### src/rtl/inst_queue.sv
// Instruction queue between fetch and decode: a DEPTH-entry FIFO of {pc, inst}
// with flush for branch redirects and a forced-NOP head when empty.
module inst_queue #(
    parameter int DEPTH = 4
) (
    input  logic                       clk,
    input  logic                       rst,
    input  logic                       in_valid,
    input  logic [31:0]                in_pc,
    input  logic [31:0]                in_inst,
    output logic                       in_ready,
    output logic                       out_valid,
    output logic [31:0]                out_pc,
    output logic [31:0]                out_inst,
    input  logic                       out_ready,
    input  logic                       flush,
    output logic [$clog2(DEPTH):0]     count
);
    localparam int AW = $clog2(DEPTH);
    localparam int CW = AW + 1;

    logic [63:0]   r_mem [DEPTH];
    logic [AW-1:0] r_wr_ptr;
    logic [AW-1:0] r_rd_ptr;
    logic [CW-1:0] r_count;

    logic          w_push;
    logic          w_pop;
    logic [63:0]   w_head;

    // in_ready looks only at registered occupancy, so a full queue never
    // accepts a push even when decode pops in the same cycle.
    assign in_ready  = (r_count != CW'(DEPTH));
    assign out_valid = (r_count != '0);
    assign count     = r_count;

    assign w_push = in_valid  & in_ready  & ~flush;
    assign w_pop  = out_valid & out_ready & ~flush;

    assign w_head   = r_mem[r_rd_ptr];
    assign out_pc   = out_valid ? w_head[63:32] : 32'h0;
    assign out_inst = out_valid ? w_head[31:0]  : 32'h0;

    // Storage is not reset; occupancy alone decides what is valid.
    always_ff @(posedge clk) begin
        if (w_push) begin
            r_mem[r_wr_ptr] <= {in_pc, in_inst};
        end
    end

    always_ff @(posedge clk or negedge rst) begin
        if (!rst) begin
            r_wr_ptr <= '0;
            r_rd_ptr <= '0;
            r_count  <= '0;
        end else if (flush) begin
            r_wr_ptr <= '0;
            r_rd_ptr <= '0;
            r_count  <= '0;
        end else begin
            if (w_push) begin
                r_wr_ptr <= r_wr_ptr + 1'b1;
            end
            if (w_pop) begin
                r_rd_ptr <= r_rd_ptr + 1'b1;
            end
            case ({w_push, w_pop})
                2'b10:   r_count <= r_count + 1'b1;
                2'b01:   r_count <= r_count - 1'b1;
                default: r_count <= r_count;
            endcase
        end
    end
endmodule

### config.mk
export PLATFORM = sky130hd
export DESIGN_NAME = inst_queue
export DESIGN_NICKNAME = d
export VERILOG_FILES = /design/src/rtl/inst_queue.sv
export SDC_FILE = /design/constraint.sdc
export NUM_CORES = 1
export LEC_CHECK = 0
export ABC_CLOCK_PERIOD_IN_PS = 3750
export BUFFER_PORTS_ARGS = -buffer_cell sky130_fd_sc_hd__buf_2
export CORE_MARGIN = 2
export CORE_UTILIZATION = 55
export DETAILED_ROUTE_END_ITERATION = 10
export GPL_ROUTABILITY_DRIVEN = 0
export PLACE_DENSITY = 0.84
export RECOVER_POWER = 50
export SLEW_MARGIN = 20
export SYNTH_ARGS = -nofsm -noshare
export SYNTH_HDL_FRONTEND = slang
export SYNTH_SLANG_ARGS = --single-unit
### constraint.sdc
create_clock -name clk -period 3.75 [get_ports clk]
set_input_delay 0.1875 -clock clk [delete_from_list [all_inputs] [get_ports clk]]
set_output_delay 0.1875 -clock clk [all_outputs]
set_load 0.005 [all_outputs]
# ---- After elaboration in Yosys (flattened, before gate mapping)
# Memories as Yosys holds them, arrays and structs flattened.
# Cells that the tools add are included.
dict set report totals {
  regBits 7
  ram_bits 256
  inputBits 69
  n_memories 1
}
dict set report op_classes {
  add_sub_neg 4
  eq_ne 3
  mux 10
  bitwise_logic 5
  reduce_logical 4
}
# memory depth word_bits rd rd_clocked_by_memory_dff wr line
set mem_list {}
lappend mem_list {r_mem 4 64 1 0 1 22} ;# logic [63:0] r_mem [DEPTH];
# operator count
set ops {}
lappend ops {{32-bit 2-to-1 mux} 2}
lappend ops {{2-bit 2-to-1 mux} 4}
lappend ops {{3-bit one-hot mux with 2 select lines} 1}
lappend ops {{3-bit nonzero test} 2}
lappend ops {{2-bit by 1-bit adder with 2-bit output (second input constant)} 2}
lappend ops {{1-bit bitwise AND} 4}
lappend ops {{2-bit nonzero test} 2}
lappend ops {{3-bit by 1-bit adder with 3-bit output (second input constant)} 1}
lappend ops {{3-bit 2-to-1 mux} 1}
lappend ops {{3-bit inequality test (second input constant)} 1}
lappend ops {{3-bit by 1-bit subtractor with 3-bit output (second input constant)} 1}
lappend ops {{2-bit by 1-bit equality test with 1-bit output (second input constant)} 1}
lappend ops {{2-bit equality test (second input constant)} 1}
lappend ops {{1-bit 2-to-1 mux} 2}
lappend ops {{1-bit NOT} 1}

# ---- Logic depth before layout (Yosys ltp)
# Gate-level depths: netlist of run 1.
dict set report depth {
  depth_word 6
  depth_mapped 7
}

# ---- Worst setup path before layout of run 1
# Ideal clock, no wire load.
dict set report synth_path {
  path_type {reg-to-reg}
  start {register r_count[0], in the netlist count[0]}
  end {memory r_mem[0][0] (enable)}
  arrival_time_ns 2.505
  slack_ns 0.816
  path_stages_with_launch 5
  synth_period_minus_slack_ns 2.934
  path_cell_list {dfrtp_1 buf_2 nor3b_2 nor3_1 and2_1}
}
dict set report synth_via {
  elab_chain_len 5
}
# item line
set synth_rtl {}
lappend synth_rtl {{from (decl)} 25} ;# logic [CW-1:0] r_count;
lappend synth_rtl {{from (signal assigned)} 68} ;# 2'b10: r_count <= r_count + 1'b1;
lappend synth_rtl {{from (signal assigned)} 69} ;# 2'b01: r_count <= r_count - 1'b1;
lappend synth_rtl {{from (signal assigned)} 70} ;# default: r_count <= r_count;
lappend synth_rtl {{3-bit inequality test} 33} ;# assign in_ready = (r_count != CW'(DEPTH));
lappend synth_rtl {{1-bit bitwise AND (2 in series)} 37} ;# assign w_push = in_valid & in_ready & ~flush;
lappend synth_rtl {{1-bit 2-to-1 mux} 46} ;# if (w_push) begin
lappend synth_rtl {{1-bit 2-to-1 mux (not written as such)} 47} ;# r_mem[r_wr_ptr] <= {in_pc, in_inst};
lappend synth_rtl {{to (decl)} 22}
# Every way passes these cells.

# ---- Final worst setup path of run 1
dict set report layout_path {
  start {register r_count[0], in the netlist count[0]}
  end {output out_pc[2]}
}
dict set report layout_via {
  elab_chain_len 2
}
# item line
set layout_rtl {}
lappend layout_rtl {{3-bit nonzero test} 34} ;# assign out_valid = (r_count != '0);
lappend layout_rtl {{32-bit 2-to-1 mux} 41} ;# assign out_pc = out_valid ? w_head[63:32] : 32'h0;
lappend layout_rtl {{to (decl)} 13} ;# output logic [31:0] out_pc,
# Every way passes these cells.

==> out/qor.yml, run 1 <==
sta:
  timing.final.crit_share_pct: 74.4
  worst-slew-pin-transition_ns: 1.09
  drv_slew: 0
  setup_ws_ns: 0.960
  period_minus_slack_ns: 2.79
  fmax_mhz: 358
  timing.slew.headroom_pct: 27.4
  hold_viol_final: 0
  setup_tns_ns: 0
  setup_viol: 0
  clock_skew_ns: 0.00612
  rsz0062_at_grt: "false"
setup_path:
  cp-start-kind: "register"
  critPathRequiredTime_ns: 3.56
  cp_max_fo: 65
  worstReg2RegEnd: "r_mem[3][42]$_DFFE_PP_"
  critical_path_arrival_ns: 2.60
  rrSetupSlack_ns: 1.14
  r2r-start: "count[0]$_DFFE_PN0P_"
  critPathKind: "reg -> out"
  reg2reg_depth: 3
  cp-end-kind: "output port"
detailed_routing:
  drc_errors: 0
  vias: 5212
  wl_per_cell_um: 20.5
  first_pass_iters: 5
  drt_wl_total_um: 19000
  ant_nets: 0
  avgViaCountPerCell: 5.62
  drt_iter0_drc: 433
yosys:
  ys_seq_area_share_pct: 76.9
  ys_top_cells_by_count: "256 x edfxtp_1, 68 x and2_1, 64 x mux4_2"
  synth.area.top_cells: "edfxtp_1 75%, mux4_2 14%, and2_1 4.2%"
  synthesis.area_um2: 10200
  synthFlopType: "edfxtp_1"
  synth_top_area_share_pct: 75.2
  syn_avg_cell_area_um2: 21.8
  yosysWarnings: 0
  synth_cell_type_count: 34
  synthArstFlopShare_pct: 2.66
  synth_most_common_cell: "edfxtp_1"
  syn_nets: 542
  netlist_instances: 468
  synth_edf_count: 256
  synth_top_cell_by_area: "edfxtp_1"
  ys_ff_latch: 263
clock_tree:
  cts_sinks: 263
  cts_tree: "built"
  cts.repair.resized: 0
  clk_latency_ns: 0.52
  clk_pin_slew_worst_paths_ns: 0.06
  cts.htree.levels: 1
  clk_path_buf_depth: 3
  post_cts_buffers: 0
  cts_buffers: 27
  hold_buffers: 69
  cts-root-buf: "clkbuf_16"
layout:
  nets: 752
  n_antenna_cell: 0
  finalInstanceArea_um2: 12500
  drive_gt1_share_pct: 25.0
  syn_to_final_growth_pct: 22.4
global_routing:
  antenna_found_initial: 0
  met2_usage_pct: 33.2
  grt_pass1_wl_um: 29500
  busiest_layer: "met2"
  grt.total_usage_pct: 19.5
  grt_max_degree: 66
  overflow: 0
  use_met1_pct: 26.8
  grt_pass1_vias: 5358
  use_met3_pct: 3.35
floorplan:
  fp.dieW_um: 140
  ios: 138
  initial_core_util_pct: 56.5
  die_height_um: 140
  core_area_um2: 18100
  design.die.area_um2: 19700
  floorplan.rows: 49
hold_path:
  hold_end: "r_wr_ptr[1]$_DFFE_PN0P_"
  hold_start: "in_valid"
  holdPathStages: 3
  hp-class: "in -> reg"
placed_design:
  hpwl_um: 10300
  pre_cts_ws_ns: 1.22
  placed_area_um2: 11100
  io_buffers: 137
run:
  cap_violations: 0
pwr:
  leakagePower_nw: 4.17
  total_power_mw: 6.95
  powerDensity_nw_per_um2: 556
  vdd.ir_drop.worst_v: 0.000455
status:
  status: "complete, no violations"
==> worst max-delay path, stage by stage (launching register included) <==
cell and delay [ns]:
dfrtp_1 0.55, or3_2 1.00, and2_1 0.38, buf_2 0.15
==> cells by family after synthesis <==
group | count (synthesis) | synth area share, %
buf+inv | 31 | 1.65
fa+ha+maj | 5 | 0.685
compound gates | 16 | 1.13
flops | 263 | 76.9
xor+xnor | 3 | 0.257
mux | 65 | 14.2
simple gates | 85 | 5.18
==> layout by cell type (no fill, tap or decap), types with 4 or more instances in the layout <==
cell	instances
mux4_2	64
ha_1	4
inv_1	5
clkbuf_16	27
clkbuf_1	73
buf_2	68
clkinv_1	13
nor2_1	5
and2_1	61
dlygate4sd3_1	69
and2_4	4
edfxtp_1	256
dfrtp_1	5
==> registers in the layout (all words and copies together) (netlist names) <==
signal and flops:
r_mem 256, count 3, r_rd_ptr 2, r_wr_ptr 2
==> power by group <==
group	total [mW]	internal [mW]	switching (mW)
registers	3.42	3.34	0.0801
clock network	2.47	1.45	1.02
logic	1.07	0.571	0.498
total	6.95	5.35	1.60
==> metrics by stage <==
stage	utilization, %	instances	hold slack [ns]
after floorplan	-	468	-0.108
after global placement	61.3	809	0.0286
after detailed placement	61.3	809	0.0302
after CTS	69.7	928	0.0495
after global routing	69.2	928	0.0684
final	69.2	928	0.0698
==> layout make-up <==
| class | count | area [µm²] |
|---|---|---|
| repair buffers | 207 | 1310 |
| clock buffers | 31 | 691 |
| fillers | 1164 | 5580 |
| well taps | 229 | 287 |
| flip-flops and latches | 263 | 7870 |
| inverters | 5 | 18.8 |
| clock inverters | 19 | 135 |
| multi-input cells | 174 | 2200 |
==> worst max-delay path by stage <==
| stage | start | endpoint | slack, ns | cells past startpoint |
|---|---|---|---|---|
| after floorplan | count[0]$_DFFE_PN0P_ | r_mem[0][0]$_DFFE_PP_ | 0.82 | 4 |
| after global placement | count[0]$_DFFE_PN0P_ | r_mem[0][5]$_DFFE_PP_ | 1.37 | 3 |
| after detailed placement | count[0]$_DFFE_PN0P_ | r_mem[0][10]$_DFFE_PP_ | 1.22 | 3 |
| after CTS | count[0]$_DFFE_PN0P_ | out_pc[2] | 0.91 | 3 |
| after global routing | count[0]$_DFFE_PN0P_ | out_pc[2] | 0.83 | 3 |
| final | count[0]$_DFFE_PN0P_ | out_pc[2] | 0.96 | 3 |
==> metal layers <==
metal | wire length (µm) | vias up | share of wire, %
li1 | - | 2327 | -
met1 | 7810 | 2653 | 41
met2 | 9750 | 198 | 51
met3 | 1110 | 34 | 5.8
met4 | 383 | 0 | 2.0
met5 | 0 | - | 0
Note: power is estimated with default switching activity, not from simulation.
==> inputs of run 2 (changes only) <==
Settings changed: ABC_AREA from default to 1, ABC_CLOCK_PERIOD_IN_PS 3750 to 2550, CORE_UTILIZATION 55 to 52, PLACE_DENSITY 0.84 to 0.83.
Clock period 3.75 ns to 2.55 ns, I/O delays scaled along.
==> out/qor.yml, run 2 <==
setup_path:
  critPathRequiredTime_ns: 2.42  # -1.14 ns
  critPathKind: "reg -> out"
  reg2reg_depth: 7  # +4
  cp-start-kind: "register"
  startpoint: "r_rd_ptr[0]$_DFFE_PN0P_"
  critical_path_arrival_ns: 2.29  # -0.31 ns
  cp_max_fo: 83  # +28%
  cp-end-kind: "output port"
  crit_end: "out_inst[13]"
  worstReg2RegEnd: "r_mem[3][21]$_DFFE_PP_"
  rrSetupSlack_ns: 0.26  # -0.88 ns
  r2r-start: "count[0]$_DFFE_PN0P_"
layout:
  largest_reg_flops: 256  # unchanged
  final_common_cell: "nor2_1"
  drive_gt1_share_pct: 13.2  # -12 points
  final_cell_mix: "260 x nor2_1, 256 x edfxtp_1, 129 x o21ai_0, 71 x buf_2, 70 x clkbuf_1"
  n_antenna_cell: 0  # unchanged
  regMostFlops: "r_mem"
  nets: 1092  # +45%
  syn_to_final_growth_pct: 23.8
clock_tree:
  cts_buffers: 26  # -3.7%
  cts.htree.levels: 1  # unchanged
  clk_latency_ns: 0.52  # about the same
  clk_pin_slew_worst_paths_ns: 0.06  # about the same
  clk_path_buf_depth: 3  # unchanged
  cts_tree: "built"
  cts-root-buf: "clkbuf_16"
  cts_sinks: 263  # unchanged
  post_cts_buffers: 0  # unchanged
sta:
  hold_viol_final: 0  # unchanged
  clock_skew_ns: 0.00670  # +0.000577 ns
  timing.final.crit_share_pct: 94.8
  rsz0062_at_grt: "false"
  fmax_mhz: 414
  worst-slew-pin-transition_ns: 0.816  # -0.273 ns
  setup_viol: 0  # unchanged
  drv_slew: 0  # unchanged
  setup_ws_ns: 0.133  # -0.827 ns
  period_minus_slack_ns: 2.42
  timing.slew.headroom_pct: 45.6  # +18 points
floorplan:
  core_area_um2: 19500  # +7.6%
  initial_core_util_pct: 53.2  # -3.4 points
  die_height_um: 145  # +3.4%
  design.die.area_um2: 21000  # +6.8%
  floorplan.rows: 51  # +4.1%
  ios: 138  # unchanged
  fp.dieW_um: 145  # +3.4%
yosys:
  syn_avg_cell_area_um2: 12.6  # -42%
  synthesis.area_um2: 10300  # +1.2%
  synth_top_area_share_pct: 74.3  # -0.88 points
  ys_top_cells_by_count: "262 x nor2_1, 256 x edfxtp_1, 129 x o21ai_0"
  synth_edf_count: 256  # unchanged
  syn_nets: 892  # +65%
  synth_most_common_cell: "nor2_1"
  yosysWarnings: 0  # unchanged
  ys_ff_latch: 263  # unchanged
  synth_cell_type_count: 20  # -41%
  synthArstFlopShare_pct: 2.66  # unchanged
  synthFlopType: "edfxtp_1"
  netlist_instances: 818  # +75%
  ys_seq_area_share_pct: 76.0  # -0.90 points
  synth.area.top_cells: "edfxtp_1 74%, nor2_1 9.5%, o21ai_0 6.2%"
  synth_top_cell_by_area: "edfxtp_1"
detailed_routing:
  drt_iter0_drc: 619  # +43%
  avgViaCountPerCell: 5.27  # -6.2%
  first_pass_iters: 5  # unchanged
  drc_errors: 0  # unchanged
  ant_nets: 0  # unchanged
  drt_wl_total_um: 22200  # +17%
  wl_per_cell_um: 17.1  # -17%
  vias: 6866  # +32%
global_routing:
  grt_pass1_wl_um: 35100  # +19%
  antenna_found_initial: 0  # unchanged
  grt.total_usage_pct: 20.7  # +1.2 points
  grt_pass1_vias: 6800  # +27%
  overflow: 0  # unchanged
  grt_max_degree: 130  # +97%
hold_path:
  holdPathStages: 4  # +1
  hold_start: "in_valid"
  hp-class: "in -> reg"
pwr:
  leakagePower_nw: 4.57  # +9.5%
  total_power_mw: 12.3  # +77%
  powerDensity_nw_per_um2: 961  # +73%
  vdd.ir_drop.worst_v: 0.000767  # +68%
status:
  status: "complete, no violations"
placed_design:
  pre_cts_ws_ns: 0.587  # -0.630 ns
  io_buffers: 137  # unchanged
  hpwl_um: 12500  # +21%
run:
  cap_violations: 0  # unchanged
## run 2: cell types whose count changed after synthesis, sizes merged, moves of 3 or more
cell   before  now
nor2        5  263
o21ai       2  132
and2       68    0
a21oi       3   67
mux4       64    0
nand2       1   22
buf        16   36
inv         5   14
xor2        3    0
## run 2: cell type report
class	instances	area (µm²)
multi-input cells	493	2180
clock inverters	17	209
flip-flops and latches	263	7870
clock buffers	31	691
well taps	265	332
repair buffers	220	1470
inverters	14	56.3
fillers	1424	6650
## run 2: logic make-up after synthesis
kind of cell | count (synthesis) | share of synthesized area, %
AOI/OAI and AO/OA | 200 | 9.70
xor gates and xnor gates | 1 | 0.0847
buffers and inverters | 62 | 3.07
adders and majority gates | 5 | 0.677
DFF | 263 | 76.0
and+or+nand+nor | 287 | 10.5
## run 2: critical path: stages, from the launching register on
cell	delay (ns)
dfrtp_4	0.50
clkinv_2	0.24
buf_12	0.33
o21ai_0	0.17
a21oi_1	0.31
buf_2	0.19
## run 2: routing by layer
layer	wire length, µm	track usage (%)	vias to the layer above
li1	-	-	3286
met1	9270	27.5	3292
met2	11100	35.7	249
met3	1290	3.08	39
met4	553	6.34	0
met5	0	0	-
## run 2: metrics by stage
step	instance area [µm²]	instances	hold WS [ns]	utilization, %	TNS, ns
final	12800	1303	0.000232	65.8	0
after global routing	12800	1303	0.0476	65.8	0
after CTS	12900	1303	0.00356	66.4	0
after detailed placement	11300	1187	-0.0263	58.2	0
after global placement	11300	1187	-0.0295	58.2	0
after floorplan	10400	818	-0.168	-	-123.05
## run 2: worst min path at each step
stage	to	slack [ns]
detailed placement	r_wr_ptr[0]$_DFFE_PN0P_	-0.03
global route	r_wr_ptr[0]$_DFFE_PN0P_	0.05
CTS	r_wr_ptr[0]$_DFFE_PN0P_	0.004
finish	r_wr_ptr[0]$_DFFE_PN0P_	0.0002
floorplan	count[0]$_DFFE_PN0P_	-0.17
global placement	count[0]$_DFFE_PN0P_	-0.03
## run 2: power breakdown
part | leakage [nW] | internal (mW) | switching [mW]
sequential | 2.41 | 5.02 | 0.0841
clock | 0.453 | 2.44 | 1.54
combinational | 1.70 | 1.17 | 2.07
## run 2: timing repair
item / 4_1_cts / 5_1_grt
hold buffers: 68 / 0
endpoints found under the hold margin: 269 / 0
setup endpoints to repair: 0 / 7
gates resized for setup: 0 / 2
==> inputs of run 3 (changes only) <==
Settings changed: CORE_ASPECT_RATIO from default to 1.25.
==> out/qor.yml, run 3 (same netlist as run 2, synthesis figures left out) <==
clock_tree:
  cts_sinks: 263  # unchanged
  clk_path_buf_depth: 3  # unchanged
  cts.htree.levels: 1  # unchanged
  cts_tree: "built"
  clk_pin_slew_worst_paths_ns: 0.06  # about the same
  cts_buffers: 25  # -3.8%
  clk_latency_ns: 0.50  # -0.02 ns
  cts-root-buf: "clkbuf_16"
floorplan:
  core_area_um2: 19500  # about the same
  fp.dieW_um: 130  # -10%
  design.die.area_um2: 21000  # about the same
  floorplan.rows: 57  # +12%
  die_height_um: 162  # +11%
  initial_core_util_pct: 53.1  # about the same
  ios: 138  # unchanged
sta:
  fmax_mhz: 438  # +5.9%
  rsz0062_at_grt: "false"
  clock_skew_ns: 0.00608  # -0.000623 ns
  setup_tns_ns: 0  # unchanged
  setup_ws_ns: 0.268  # +0.135 ns
  timing.slew.headroom_pct: 44.3  # -1.3 points
  timing.final.crit_share_pct: 89.5  # -5.3 points
  worst-slew-pin-transition_ns: 0.836  # +0.0200 ns
  period_minus_slack_ns: 2.28  # -0.135 ns
  setup_viol: 0  # unchanged
  drv_slew: 0  # unchanged
  hold_viol_final: 0  # unchanged
global_routing:
  antenna_found_initial: 1  # +1
  grt.total_usage_pct: 21.3  # +0.57 points
  grt_pass1_wl_um: 35100  # about the same
  grt_max_degree: 100  # -23%
  overflow: 0  # unchanged
  grt_pass1_vias: 7214  # +6.1%
detailed_routing:
  ant_nets: 0  # unchanged
  drt_wl_total_um: 22600  # +1.9%
  first_pass_iters: 5  # unchanged
  drt_iter0_drc: 603  # -2.6%
  drc_errors: 0  # unchanged
  vias: 6961  # +1.4%
  avgViaCountPerCell: 5.34  # +1.3%
  wl_per_cell_um: 17.4  # +1.9%
run:
  cap_violations: 0  # unchanged
pwr:
  pwr-share-clk_pct: 29.3  # -3.0 points
  combPwrFrac_pct: 27.0  # +0.7 points
  pwr-share-seq_pct: 43.7  # +2.3 points
  powerDensity_nw_per_um2: 926  # -3.7%
  total_power_mw: 11.7  # -4.6%
  vdd.ir_drop.worst_v: 0.000636  # -17%
  net-switching-power_mw: 3.58  # -2.8%
  p_sw_share_pct: 30.5  # +0.56 points
  leakagePower_nw: 4.50  # -1.5%
  intPower_mw: 8.16  # -5.4%
layout:
  finalInstanceArea_um2: 12700  # -0.97%
  drive_gt1_share_pct: 12.3  # -0.88 points
  fin_util_pct: 65.2  # -0.66 points
  nFillCells: 1419  # -0.35%
  nets: 1095  # +0.27%
  regMostFlops: "r_mem"
  final_cell_mix: "260 x nor2_1, 256 x edfxtp_1, 129 x o21ai_0, 72 x clkbuf_1, 70 x buf_2"
  final_common_cell: "nor2_1"
  largest_reg_flops: 256  # unchanged
  n_antenna_cell: 0  # unchanged
  syn_to_final_growth_pct: 22.6
setup_path:
  path_cells: "clkinv_2, buf_12, o21ai_0, a21oi_1, buf_2"
  slowest_stage: "dfrtp_4"
  cp_top_family: "flip-flops"
  critical_path_arrival_ns: 2.15  # -0.14 ns
  cp-end-kind: "output port"
  critPathRequiredTime_ns: 2.42  # about the same
  max_stage_delay_ns: 0.60  # +0.10 ns
  cp_max_fo: 99  # +19%
  critPathKind: "reg -> out"
  cp-start-kind: "register"
  crit_buf_inv: 3  # unchanged
status:
  status: "complete, no violations"
hold_path:
  hp-class: "in -> reg"
placed_design:
  pre_cts_ws_ns: 0.546  # -0.0413 ns
  io_buffers: 137  # unchanged
  hpwl_um: 12100  # -3.1%
  placed_area_um2: 11400  # +0.20%
-- run 3: cell count changes in the layout (fill, tap and decap cells not counted), moves of 2 or more --
cell and change:
clkinv_1 +8, clkinv_2 -8, buf_4 +3, bufinv_16 -3
buf_12 -2, clkbuf_1 +2, clkbuf_16 -2, clkbuf_4 +2
-- run 3: tightest hold or removal path: stages --
cell     delay [ns]
buf_2          0.09
nand2_1        0.09
nand2_1        0.13
o21ai_0        0.09
-- run 3: layout make-up --
| class | instances | area, µm² | area share, % |
|---|---|---|---|
| tap | 265 | 332 | 2.61 |
| clock buffer | 30 | 644 | 5.08 |
| sequential | 263 | 7870 | 62.0 |
| multi-input combinational | 493 | 2180 | 17.2 |
| inverter | 14 | 53.8 | 0.424 |
| timing repair buffer | 224 | 1490 | 11.7 |
| clock inverter | 15 | 116 | 0.917 |
-- run 3: per-layer routing --
metal	vias up	GRT usage (%)	share of wire, %
li1	3290	-	-
met1	3377	24.8	38
met2	252	39.6	54
met3	40	2.83	5.7
met4	2	7.97	2.0
met5	-	0	0.057
-- run 3: path summary, 6_finish.rpt --
kind,start,endpoint,slack (ns),cells past startpoint
setup / recovery,r_rd_ptr[0]$_DFFE_PN0P_,out_inst[26],0.27,5
hold / removal,in_valid,r_wr_ptr[0]$_DFFE_PN0P_,0.07,4
setup reg to reg,count[0]$_DFFE_PN0P_,r_mem[2][2]$_DFFE_PP_,0.27,7
hold reg to reg,count[1]$_DFFE_PN0P_,count[1]$_DFFE_PN0P_,0.58,2
max in group asynchronous,rst,r_rd_ptr[0]$_DFFE_PN0P_,1.59,3
min in group asynchronous,rst,r_wr_ptr[0]$_DFFE_PN0P_,0.64,3
-- run 3: power by group through the flow --
stage          clock network, mW  registers (mW)  logic [mW]
4_1_cts                     3.51            5.15        3.17
2_1_floorplan                  0            5.18        1.85
6_report                    3.44            5.14        3.17
5_1_grt                     3.66            5.16        3.54
3_3_place_gp                   0            5.23        2.98
3_5_place_dp                   0            5.24        3.06
-- run 3: repair_timing --
action,CTS,global route
endpoints found under the hold margin,269,0
setup endpoints to repair,0,12
buffers inserted,0,1
hold buffers,68,0
resized for setup,0,1
-- run 3: per-stage QoR --
stage | hold WS (ns) | std cells
global placement | -0.0235 | 1190
finish | 0.0725 | 1304
CTS | 0.0485 | 1303
detailed placement | -0.0233 | 1190
global route | 0.0561 | 1304
floorplan | -0.168 | 818
